--- config.mk ---
export PLATFORM = sky130hd
export DESIGN_NAME = instruction_encoder
export DESIGN_NICKNAME = d
export VERILOG_FILES = /design/src/rtl/instruction_encoder.sv
export SDC_FILE = /design/constraint.sdc
export NUM_CORES = 1
export LEC_CHECK = 0
export ABC_AREA = 1
export BUFFER_PORTS_ARGS = -buffer_cell sky130_fd_sc_hd__buf_2
export CAP_MARGIN = 20
export CELL_PAD_IN_SITES_DETAIL_PLACEMENT = 2
export CELL_PAD_IN_SITES_GLOBAL_PLACEMENT = 2
export CORE_ASPECT_RATIO = 2
export CORE_MARGIN = 3
export CORE_UTILIZATION = 30
export CTS_BUF_LIST = sky130_fd_sc_hd__clkbuf_8
export DETAILED_ROUTE_END_ITERATION = 6
export PLACE_DENSITY = 0.85
export SLEW_MARGIN = 40
export SYNTH_ARGS = -nofsm -noshare
export SYNTH_HDL_FRONTEND = slang
export SYNTH_SLANG_ARGS = --single-unit
--- constraint.sdc ---
create_clock -name clock -period 2.5 [get_ports clock]
set_clock_uncertainty 0.15 [all_clocks]
set_input_delay 0.375 -clock clock [delete_from_list [all_inputs] [get_ports clock]]
set_output_delay 0.375 -clock clock [all_outputs]
set_load 0.03 [all_outputs]
--- src/rtl/instruction_encoder.sv ---
// Packs a decoded RV32 instruction description back into a 32-bit instruction word.
// It can also expand the li pseudo-instruction into ADDI, or into LUI followed by ADDI.
module instruction_encoder (
  input  logic        clock,
  input  logic        reset,
  input  logic        in_valid,
  output logic        in_ready,
  input  logic        in_expand,
  input  logic [6:0]  in_opcode,
  input  logic [4:0]  in_rd,
  input  logic [4:0]  in_rs1,
  input  logic [4:0]  in_rs2,
  input  logic [2:0]  in_funct3,
  input  logic [6:0]  in_funct7,
  input  logic [31:0] in_imm,
  output logic        out_valid,
  input  logic        out_ready,
  output logic [31:0] out_inst,
  output logic        out_error
);

  localparam logic [6:0] OpLoad    = 7'b0000011;
  localparam logic [6:0] OpLoadFp  = 7'b0000111;
  localparam logic [6:0] OpImm     = 7'b0010011;
  localparam logic [6:0] OpJalr    = 7'b1100111;
  localparam logic [6:0] OpStore   = 7'b0100011;
  localparam logic [6:0] OpStoreFp = 7'b0100111;
  localparam logic [6:0] OpBranch  = 7'b1100011;
  localparam logic [6:0] OpLui     = 7'b0110111;
  localparam logic [6:0] OpAuipc   = 7'b0010111;
  localparam logic [6:0] OpJal     = 7'b1101111;

  typedef enum logic [0:0] {StIdle, StSecond} state_e;

  state_e      state_q;
  logic        out_valid_q;
  logic [31:0] out_inst_q;
  logic        out_error_q;
  logic [31:0] pending_q;

  logic [31:0] enc_inst;
  logic        enc_error;
  logic        enc_two;
  logic [31:0] enc_second;
  logic        fits12;
  logic        fits13;
  logic        fits21;
  logic [19:0] hi20;

  assign in_ready  = (state_q == StIdle) && (!out_valid_q || out_ready);
  assign out_valid = out_valid_q;
  assign out_inst  = out_inst_q;
  assign out_error = out_error_q;

  assign fits12 = (&in_imm[31:11]) || !(|in_imm[31:11]);
  assign fits13 = (&in_imm[31:12]) || !(|in_imm[31:12]);
  assign fits21 = (&in_imm[31:20]) || !(|in_imm[31:20]);
  // Rounds the upper part so that the sign-extended ADDI low part restores the value.
  assign hi20   = in_imm[31:12] + {19'd0, in_imm[11]};

  always_comb begin
    enc_inst   = 32'd0;
    enc_error  = 1'b0;
    enc_two    = 1'b0;
    enc_second = {in_imm[11:0], in_rd, 3'b000, in_rd, OpImm};
    if (in_expand) begin
      if (fits12) begin
        enc_inst = {in_imm[11:0], 5'd0, 3'b000, in_rd, OpImm};
      end else begin
        enc_inst = {hi20, in_rd, OpLui};
        enc_two  = |in_imm[11:0];
      end
    end else begin
      case (in_opcode)
        OpLoad, OpLoadFp, OpImm, OpJalr: begin
          enc_inst  = {in_imm[11:0], in_rs1, in_funct3, in_rd, in_opcode};
          enc_error = !fits12;
        end
        OpStore, OpStoreFp: begin
          enc_inst  = {in_imm[11:5], in_rs2, in_rs1, in_funct3, in_imm[4:0], in_opcode};
          enc_error = !fits12;
        end
        OpBranch: begin
          enc_inst  = {in_imm[12], in_imm[10:5], in_rs2, in_rs1, in_funct3, in_imm[4:1],
                       in_imm[11], in_opcode};
          enc_error = in_imm[0] || !fits13;
        end
        OpLui, OpAuipc: begin
          enc_inst  = {in_imm[31:12], in_rd, in_opcode};
          enc_error = |in_imm[11:0];
        end
        OpJal: begin
          enc_inst  = {in_imm[20], in_imm[10:1], in_imm[11], in_imm[19:12], in_rd, in_opcode};
          enc_error = in_imm[0] || !fits21;
        end
        default: begin
          enc_inst = {in_funct7, in_rs2, in_rs1, in_funct3, in_rd, in_opcode};
        end
      endcase
    end
  end

  always_ff @(posedge clock) begin
    if (reset) begin
      state_q     <= StIdle;
      out_valid_q <= 1'b0;
      out_inst_q  <= 32'd0;
      out_error_q <= 1'b0;
      pending_q   <= 32'd0;
    end else begin
      case (state_q)
        StIdle: begin
          if (in_valid && in_ready) begin
            out_valid_q <= 1'b1;
            out_inst_q  <= enc_inst;
            out_error_q <= enc_error;
            if (enc_two) begin
              pending_q <= enc_second;
              state_q   <= StSecond;
            end
          end else if (out_ready) begin
            out_valid_q <= 1'b0;
          end
        end
        StSecond: begin
          // The LUI is always valid here; swap in the ADDI once it has been taken.
          if (out_ready) begin
            out_inst_q  <= pending_q;
            out_error_q <= 1'b0;
            state_q     <= StIdle;
          end
        end
        default: state_q <= StIdle;
      endcase
    end
  end

endmodule

==> results of run 1 <==
==> layout make-up <==
cell class,count,area [sq um],share of cell area
multi-input cells,517,2600,0.537
inverters,64,241,0.0498
flip-flops and latches,53,1060,0.219
well taps,152,190,0.0392
repair buffers,122,658,0.136
clock inverters,2,13.8,0.00284
clock buffers,6,82.6,0.0170
==> metal layers <==
layer  vias up  part of all wire
met5         -                 0
met4         0             0.053
met3        53             0.023
met2       119              0.55
met1      2407              0.38
li1       2372                 -
==> path summary, 6_finish.rpt <==
kind / startpoint / end / slack (ps) / depth (start not counted)
worst max register to register: state_q / out_inst[27] / 220 / 5
worst min register to register: out_inst[3] / out_inst[3] / 320 / 2
worst max-delay path: state_q / out_inst[27] / 220 / 5
worst min-delay path: in_rd[0] / pending_q[15] / 150 / 3
==> power by group <==
| part | switching, uW | leakage, uW | internal [uW] |
|---|---|---|---|
| sequential | 44.8 | 0.000438 | 918 |
| combinational | 507 | 0.00205 | 215 |
| clock | 302 | 0.0000512 | 226 |
| total | 854 | 0.00254 | 1360 |
==> per-stage QoR <==
stage	cells	area [sq um]
2_1_floorplan	659	4040
3_3_place_gp	908	4750
3_5_place_dp	908	4750
4_1_cts	916	4850
5_1_grt	916	4850
6_report	916	4850
==> synthesized netlist by cell type, drive strengths merged (3+ instances only) <==
| cell type | n |
|---|---|
| nor2 | 89 |
| dfxtp | 53 |
| or2 | 3 |
| a21boi | 5 |
| a21oi | 52 |
| nand4 | 9 |
| nand3 | 69 |
| clkbuf | 12 |
| o211ai | 7 |
| inv | 62 |
| nand2 | 188 |
| xor2 | 11 |
| nor3 | 5 |
| ha | 3 |
| a31oi | 6 |
| o21ai | 56 |
| buf | 13 |
| o22ai | 5 |
==> registers in the layout, summed over array words and instances (netlist names) <==
register / flops
out_error: 1
out_inst: 32
out_valid: 1
pending_q: 18
state_q: 1
==> worst max-delay path, cell delays in order, from the launching register on <==
cell and delay [ps]:
dfxtp_1 370, buf_4 340, clkinv_1 630, or2_2 520, nand2_1 80, a21oi_1 60
==> cells in the final DEF, fill, tap and decap left out, drive strengths merged <==
cell type,netlist,final
a21boi,5,5
a21oi,52,52
a31oi,6,6
and3,1,1
buf,13,122
clkbuf,12,6
clkinv,2,4
dfxtp,53,53
ha,3,3
inv,62,62
nand2,188,188
nand3,69,69
nand3b,1,1
nand4,9,9
nor2,89,89
nor3,5,5
o2111ai,2,2
o211ai,7,7
o21a,2,2
o21ai,56,56
o21bai,1,1
o22ai,5,5
or2,3,3
xnor2,2,2
xor2,11,11
==> logic make-up after synthesis <==
| group | count (synthesis) | synth area share |
|---|---|---|
| xor gates and xnor gates | 13 | 0.0282 |
| DFF | 53 | 0.263 |
| AOI/OAI and AO/OA | 136 | 0.186 |
| buffers and inverters | 89 | 0.0935 |
| adders and majority gates | 3 | 0.00929 |
| and+or+nand+nor | 365 | 0.420 |
==> flow_summary.ini, run 1 <==
[status]
status = complete, no violations

[route]
wl_microns = 20100
ant_nets = 0
drcViolationCount = 0
dr.pass1.iters = 4
vias = 4951
detail_route.wl_per_cell_microns = 22.0
first_iter_violations = 162
via_per_inst = 5.41

[setup_path]
criticalPathCategory = reg2reg
required_ps = 2550
endpoint_kind = register
startpoint_type = register
cp_max_fo = 24
crit_arrival_ps = 2330

[synth]
synth_edf_count = 0
synthCells = 659
yosysWarningCount = 0
synth_seq_area_share = 0.263
synth_area_leaders = dfxtp_1 26%, nand2_1 16%, nand3_1 8.0%
synth_nets = 731
synth_flop_cell = dfxtp_1
avgSynthCellArea_sq_um = 6.13
synth_top_area_share = 0.263
netlist_area_sq_mm = 0.00404
synthArstFlopShare = 0
ys_ff_latch = 53
yosys.area.top_type = dfxtp_1
synth_cell_types = 43

[floorplanning]
ios = 104
core-area_sq_mm = 0.0131
start_util = 0.309
die_y_microns = 170
dieArea_sq_mm = 0.0150
fp-row-count = 59
fp.dieW_microns = 88.1

[timing]
timing.hold.ws_ps = 152
setup_viol = 0
grt_setup_unrepaired = no
slew_headroom = 0.558
max_freq_mhz = 438
period_minus_slack_ps = 2280
worst-slew-pin-transition_ps = 659
post-route-period-util = 0.912
hold_viol = 0
fin_ws_ps = 219
tns_ps = 0
slew_violations = 0

[run]
cap_viol_max_count = 0

[final_layout]
nNetsFinal = 835
syn2layout_area_growth_pct = 20.0
utilization = 0.371
drive_gt1_frac = 0.241
antenna_cells = 0
fillCellCount = 1692

[power_and_ir_drop]
cellPowerDensity_mw_per_mm2 = 456
peakVddDrop_v = 0.000380
power_uw = 2210
power_leakage_uw = 0.00254

[global_route]
antenna_found_initial = 0
grt_use_met1 = 0.302
grt.met2_usage = 0.511
grt_pass1_wl_microns = 31000
grt.total_usage = 0.275
grt_max_degree = 40
grt_util_met3 = 0.0174
busiest_layer = met2
grt_pass1_vias = 5525
overflow = 0

[clock_network]
cts.sinks = 53
ctsHoldBuffers = 0
clkTransAtPathRegs_ps = 110
cts_buffer_depth = 2
insertion_delay_ps = 320
clockRootBuffer = clkbuf_8
htreeDepth = 2
cts_tree = done
postCtsResizedCells = 0
cts_post_setup_buffers_inserted = 0
numCtsBuffers = 5

[placed_design]
dpl.hpwl_microns = 16300
port_buffers = 103
pre_cts_slack_ps = 127
place_congestion = 0.907

[min_path]
hold_path.class = in2reg
Note: power is estimated with default switching activity, not from simulation.
==> inputs of run 2 (changes only) <==
- ABC_AREA: 1 -> not set
- CORE_UTILIZATION: 30 -> 32
==> flow_summary.ini, run 2 <==
[final_layout]
fin_cells = 710
final_cell_mix = 103 x buf_2, 53 x nor2_1, 53 x dfxtp_1, 45 x nand2_1, 42 x buf_4
nNetsFinal = 644
largest_register_ff_count = 32
drive_gt1_frac = 0.295
final_common_cell = buf_2
syn2layout_area_growth_pct = 28.6
seq_area_sq_mm = 0.00106
antenna_cells = 0
multi_input_area_sq_mm = 0.00229
fillCellCount = 1274

[power_and_ir_drop]
power_leakage_uw = 0.00187
clkPwrFrac = 0.281
pwr-share-comb = 0.304
power_uw = 2300
swShare = 0.369
cellPowerDensity_mw_per_mm2 = 504
intPower_uw = 1450
seq_power_share = 0.415
p_sw_uw = 847
peakVddDrop_v = 0.000241

[clock_network]
cts_buffer_depth = 2
cts_tree = done
postCtsResizedCells = 0
clockRootBuffer = clkbuf_8
clkTransAtPathRegs_ps = 120
cts_post_setup_buffers_inserted = 0
cts.sinks = 53
ctsHoldBuffers = 0
htreeDepth = 2
numCtsBuffers = 5
insertion_delay_ps = 330

[route]
vias = 4332
via_per_inst = 6.10
first_iter_violations = 262
drcViolationCount = 0
dr.pass1.iters = 5
ant_nets = 0
wl_microns = 18100
detail_route.wl_per_cell_microns = 25.5

[global_route]
grt_max_degree = 35
overflow = 0
antenna_found_initial = 0
grt_pass1_vias = 4789
grt_pass1_wl_microns = 27900
grt.total_usage = 0.297

[timing]
worst-slew-pin-transition_ps = 639
post-route-period-util = 0.949
hold_viol = 0
grt_setup_unrepaired = no
setup_viol = 0
slew_violations = 0
timing.hold.ws_ps = 162
period_minus_slack_ps = 2370
max_freq_mhz = 422
slew_headroom = 0.572

[min_path]
hold_path.class = in2reg
worstHoldStart = in_rd[3]
hold_depth = 3
hold_end = pending_q[18]

[placed_design]
dpl.hpwl_microns = 13600
port_buffers = 103
placedCellCount = 702
place_congestion = 0.981

[setup_path]
cp.buffers_inverters = 3
startpoint_type = input port
worstPathCellList = buf_2 > or4_1 > nor4_1 > a32oi_1 > buf_4 > inv_1 > a31oi_1 > a311oi_1
rrSetupSlack_ps = 250
crit_path_top_delay_cell = or4_1
criticalPathCategory = in2reg
endpoint_kind = register
slowest_delay_ps = 570
rr_worst_depth = 6
cp_max_fo = 11
crit_family = simple AND/OR/NAND/NOR gates
rr_startpoint = state_q
crit_arrival_ps = 2450
required_ps = 2580
r2r_end = out_inst[22]

[synth]
synth_seq_area_share = 0.300
avgSynthCellArea_sq_um = 7.86
netlist_area_sq_mm = 0.00354
synth_area_leaders = dfxtp_1 30%, mux2i_1 7.9%, a21oi_1 5.7%
synth_flop_cell = dfxtp_1
synth_top_area_share = 0.300
synthCells = 450
synth_cell_types = 67
yosys-top-cells-count = 53 x dfxtp_1, 53 x nor2_1, 45 x nand2_1, 40 x a21oi_1, 28 x mux2i_1
synth_edf_count = 0
yosys.area.top_type = dfxtp_1
yosysWarningCount = 0
synth_nets = 522
ys_ff_latch = 53
synthArstFlopShare = 0

[floorplanning]
fp.dieW_microns = 80.4
die_y_microns = 155
core-area_sq_mm = 0.0107
fp-row-count = 53
ios = 104
start_util = 0.331
dieArea_sq_mm = 0.0124

[run]
cap_viol_max_count = 0

[status]
status = complete, no violations
run 2: changes by cell type after synthesis, sizes merged, moves of 13 or more:
cell / before / now
clkbuf: 12 / 25
mux2i: 0 / 28
nor2: 89 / 53
inv: 62 / 11
nand2: 188 / 45
o21ai: 56 / 22
nand3: 69 / 12
run 2: logic make-up after synthesis:
logic type | Yosys count | synth area share
and+or+nand+nor | 167 | 0.236
AOI/OAI and AO/OA | 136 | 0.268
DFF | 53 | 0.300
buffers and inverters | 43 | 0.0562
muxes | 30 | 0.0856
xor gates and xnor gates | 18 | 0.0446
adders and majority gates | 3 | 0.0106
run 2: metal layers:
| layer | global-route usage | vias up | wire [microns] |
|---|---|---|---|
| met5 | 0 | - | 0 |
| met4 | 0.170 | 0 | 1010 |
| met3 | 0.0455 | 62 | 750 |
| met2 | 0.530 | 158 | 9830 |
| met1 | 0.323 | 2188 | 6550 |
| li1 | - | 1924 | - |
run 2: layout make-up:
cell class              instances  area share
clock buffers                   5      0.0151
clock inverters                 3      0.0102
inverters                      11     0.00907
multi-input cells             354       0.503
flip-flops and latches         53       0.233
well taps                     137      0.0377
repair buffers                147       0.191
run 2: worst max path at each step:
stage / from / to / slack, ps / depth (start not counted)
floorplan: in_imm[14] / pending_q[24] / 120 / 9
global placement: in_imm[17] / out_inst[22] / -30 / 8
detailed placement: in_imm[15] / out_inst[25] / -90 / 7
CTS: in_imm[17] / out_inst[22] / 140 / 8
global route: in_imm[17] / out_inst[22] / 60 / 8
finish: in_imm[17] / out_inst[22] / 130 / 8
run 2: power by group through the flow:
stage	clock network, uW	logic, uW	registers [uW]
4_1_cts	656	693	951
2_1_floorplan	0	286	1050
3_5_place_dp	0	678	968
6_report	646	697	952
5_1_grt	693	744	959
3_3_place_gp	0	653	963
run 2: worst min-delay path: stages:
cell,delay (ps)
buf_2,90
mux2i_1,70
nor2_1,80
run 2: through the flow:
| step | setup slack (ps) | instance area (sq um) | setup TNS, ps | utilization |
|---|---|---|---|---|
| finish | 129 | 4550 | 0 | 0.426 |
| global route | 57.0 | 4550 | 0 | 0.426 |
| CTS | 143 | 4550 | 0 | 0.426 |
| detailed placement | -93.6 | 4440 | -430 | 0.415 |
| global placement | -29.9 | 4440 | -60.8 | 0.415 |
| floorplan | 122 | 3540 | 0 | - |
==> inputs of run 3 (changes only) <==
- CELL_PAD_IN_SITES_DETAIL_PLACEMENT: 2 -> not set
- CELL_PAD_IN_SITES_GLOBAL_PLACEMENT: 2 -> not set
- CORE_UTILIZATION: 32 -> 55
- PLACE_DENSITY: 0.85 -> 0.82
==> flow_summary.ini, run 3 (synthesized netlist as in run 2, its figures left out) <==
[clock_network]
cts.sinks = 53
cts_tree = done
clockRootBuffer = clkbuf_8
postCtsResizedCells = 0
clkTransAtPathRegs_ps = 100
insertion_delay_ps = 320
htreeDepth = 2
numCtsBuffers = 5
ctsHoldBuffers = 0
cts_post_setup_buffers_inserted = 0
cts_buffer_depth = 2

[placed_design]
pre_cts_slack_ps = -92.8
dpl_cell_area_sq_mm = 0.00439
port_buffers = 103
dpl.hpwl_microns = 10700
placedCellCount = 652
place_congestion = 1.02

[timing]
max_freq_mhz = 437
grt_setup_unrepaired = no
timing.hold.ws_ps = 151
fin_ws_ps = 213
setup_viol = 0
period_minus_slack_ps = 2290
slew_violations = 0
post-route-period-util = 0.915
worst-slew-pin-transition_ps = 733
hold_viol = 0
slew_headroom = 0.510

[global_route]
grt_max_degree = 24
grt_util_met3 = 0.0538
grt.met2_usage = 0.649
antenna_found_initial = 0
busiest_layer = met2
grt_pass1_vias = 4298
overflow = 0
grt_use_met1 = 0.383
grt.total_usage = 0.372
grt_pass1_wl_microns = 21700

[power_and_ir_drop]
intPower_uw = 1450
clkPwrFrac = 0.273
pwr-share-comb = 0.300
cellPowerDensity_mw_per_mm2 = 491
seq_power_share = 0.428
peakVddDrop_v = 0.000335
power_leakage_uw = 0.00189
p_sw_uw = 761
swShare = 0.345
power_uw = 2210

[route]
ant_nets = 0
wl_microns = 13800
detail_route.wl_per_cell_microns = 20.9
via_per_inst = 6.43
dr.pass1.iters = 7
drcViolationCount = 0
vias = 4245
first_iter_violations = 382

[setup_path]
endpoint_kind = register
required_ps = 2560
cp_max_fo = 5
startpoint_type = input port
rr_worst_depth = 6
crit_arrival_ps = 2350
criticalPathCategory = in2reg

[final_layout]
final_common_cell = buf_2
syn2layout_area_growth_pct = 27.1
fillCellCount = 524
final_cell_mix = 103 x buf_2, 53 x nor2_1, 53 x dfxtp_1, 45 x nand2_1, 45 x buf_4
drive_gt1_frac = 0.295
largest_register_ff_count = 32
nNetsFinal = 647
fin_cells = 660
fin_area_sq_mm = 0.00450
antenna_cells = 0
multi_input_area_sq_mm = 0.00228
seq_area_sq_mm = 0.00106

[floorplanning]
dieArea_sq_mm = 0.00749
die_y_microns = 119
core-area_sq_mm = 0.00611
ios = 104
fp-row-count = 40
start_util = 0.580
fp.dieW_microns = 62.7

[min_path]
hold_depth = 3
hold_path.class = in2reg

[run]
cap_viol_max_count = 0

[status]
status = complete, no violations
## run 3: cell count changes in the layout (fill, tap and decap cells not counted)
| cell | previous run | this run |
|---|---|---|
| o22ai_2 | 2 | 1 |
| clkinvlp_4 | 1 | 0 |
| o22ai_1 | 0 | 1 |
| buf_4 | 42 | 45 |
| inv_1 | 11 | 12 |
## run 3: worst paths after layout
path | from | endpoint | slack [ps]
worst min register to register | out_inst[0] | out_inst[0] | 310
worst max register to register | out_valid | pending_q[17] | 220
worst max-delay path | in_imm[17] | out_inst[21] | 210
worst min-delay path | in_rd[1] | pending_q[16] | 150
## run 3: power groups by stage
stage,clock network [uW],logic (uW),registers [uW]
final,602,662,944
after global routing,634,711,949
after CTS,606,652,942
after detailed placement,0,650,961
after global placement,0,639,958
after floorplan,0,286,1050
## run 3: worst max-delay path: stages
cell and delay [ps]:
buf_2 110, or4_1 560, nor4_2 450, o2bb2ai_4 180, buf_4 140, buf_4 140
a211oi_1 80, a2111oi_0 320
## run 3: final cells by class
type / count / share of cell area
tap: 84 / 0.0234
multi-input combinational: 354 / 0.508
sequential: 53 / 0.236
timing repair buffer: 150 / 0.199
clock buffer: 5 / 0.0153
inverter: 11 / 0.00918
clock inverter: 3 / 0.00946
## run 3: layer usage
metal  wire, microns  up-vias  part of all wire
met5               0        -                 0
met4            1210        0             0.088
met3             971       79             0.070
met2            7000      241              0.51
met1            4620     1995              0.33
li1                -     1930                 -
## run 3: metrics by stage
step	setup TNS [ps]	utilization
CTS	0	0.736
detailed placement	-227	0.718
global placement	-6.09	0.718
floorplan	0	-
global route	0	0.736
finish	0	0.736
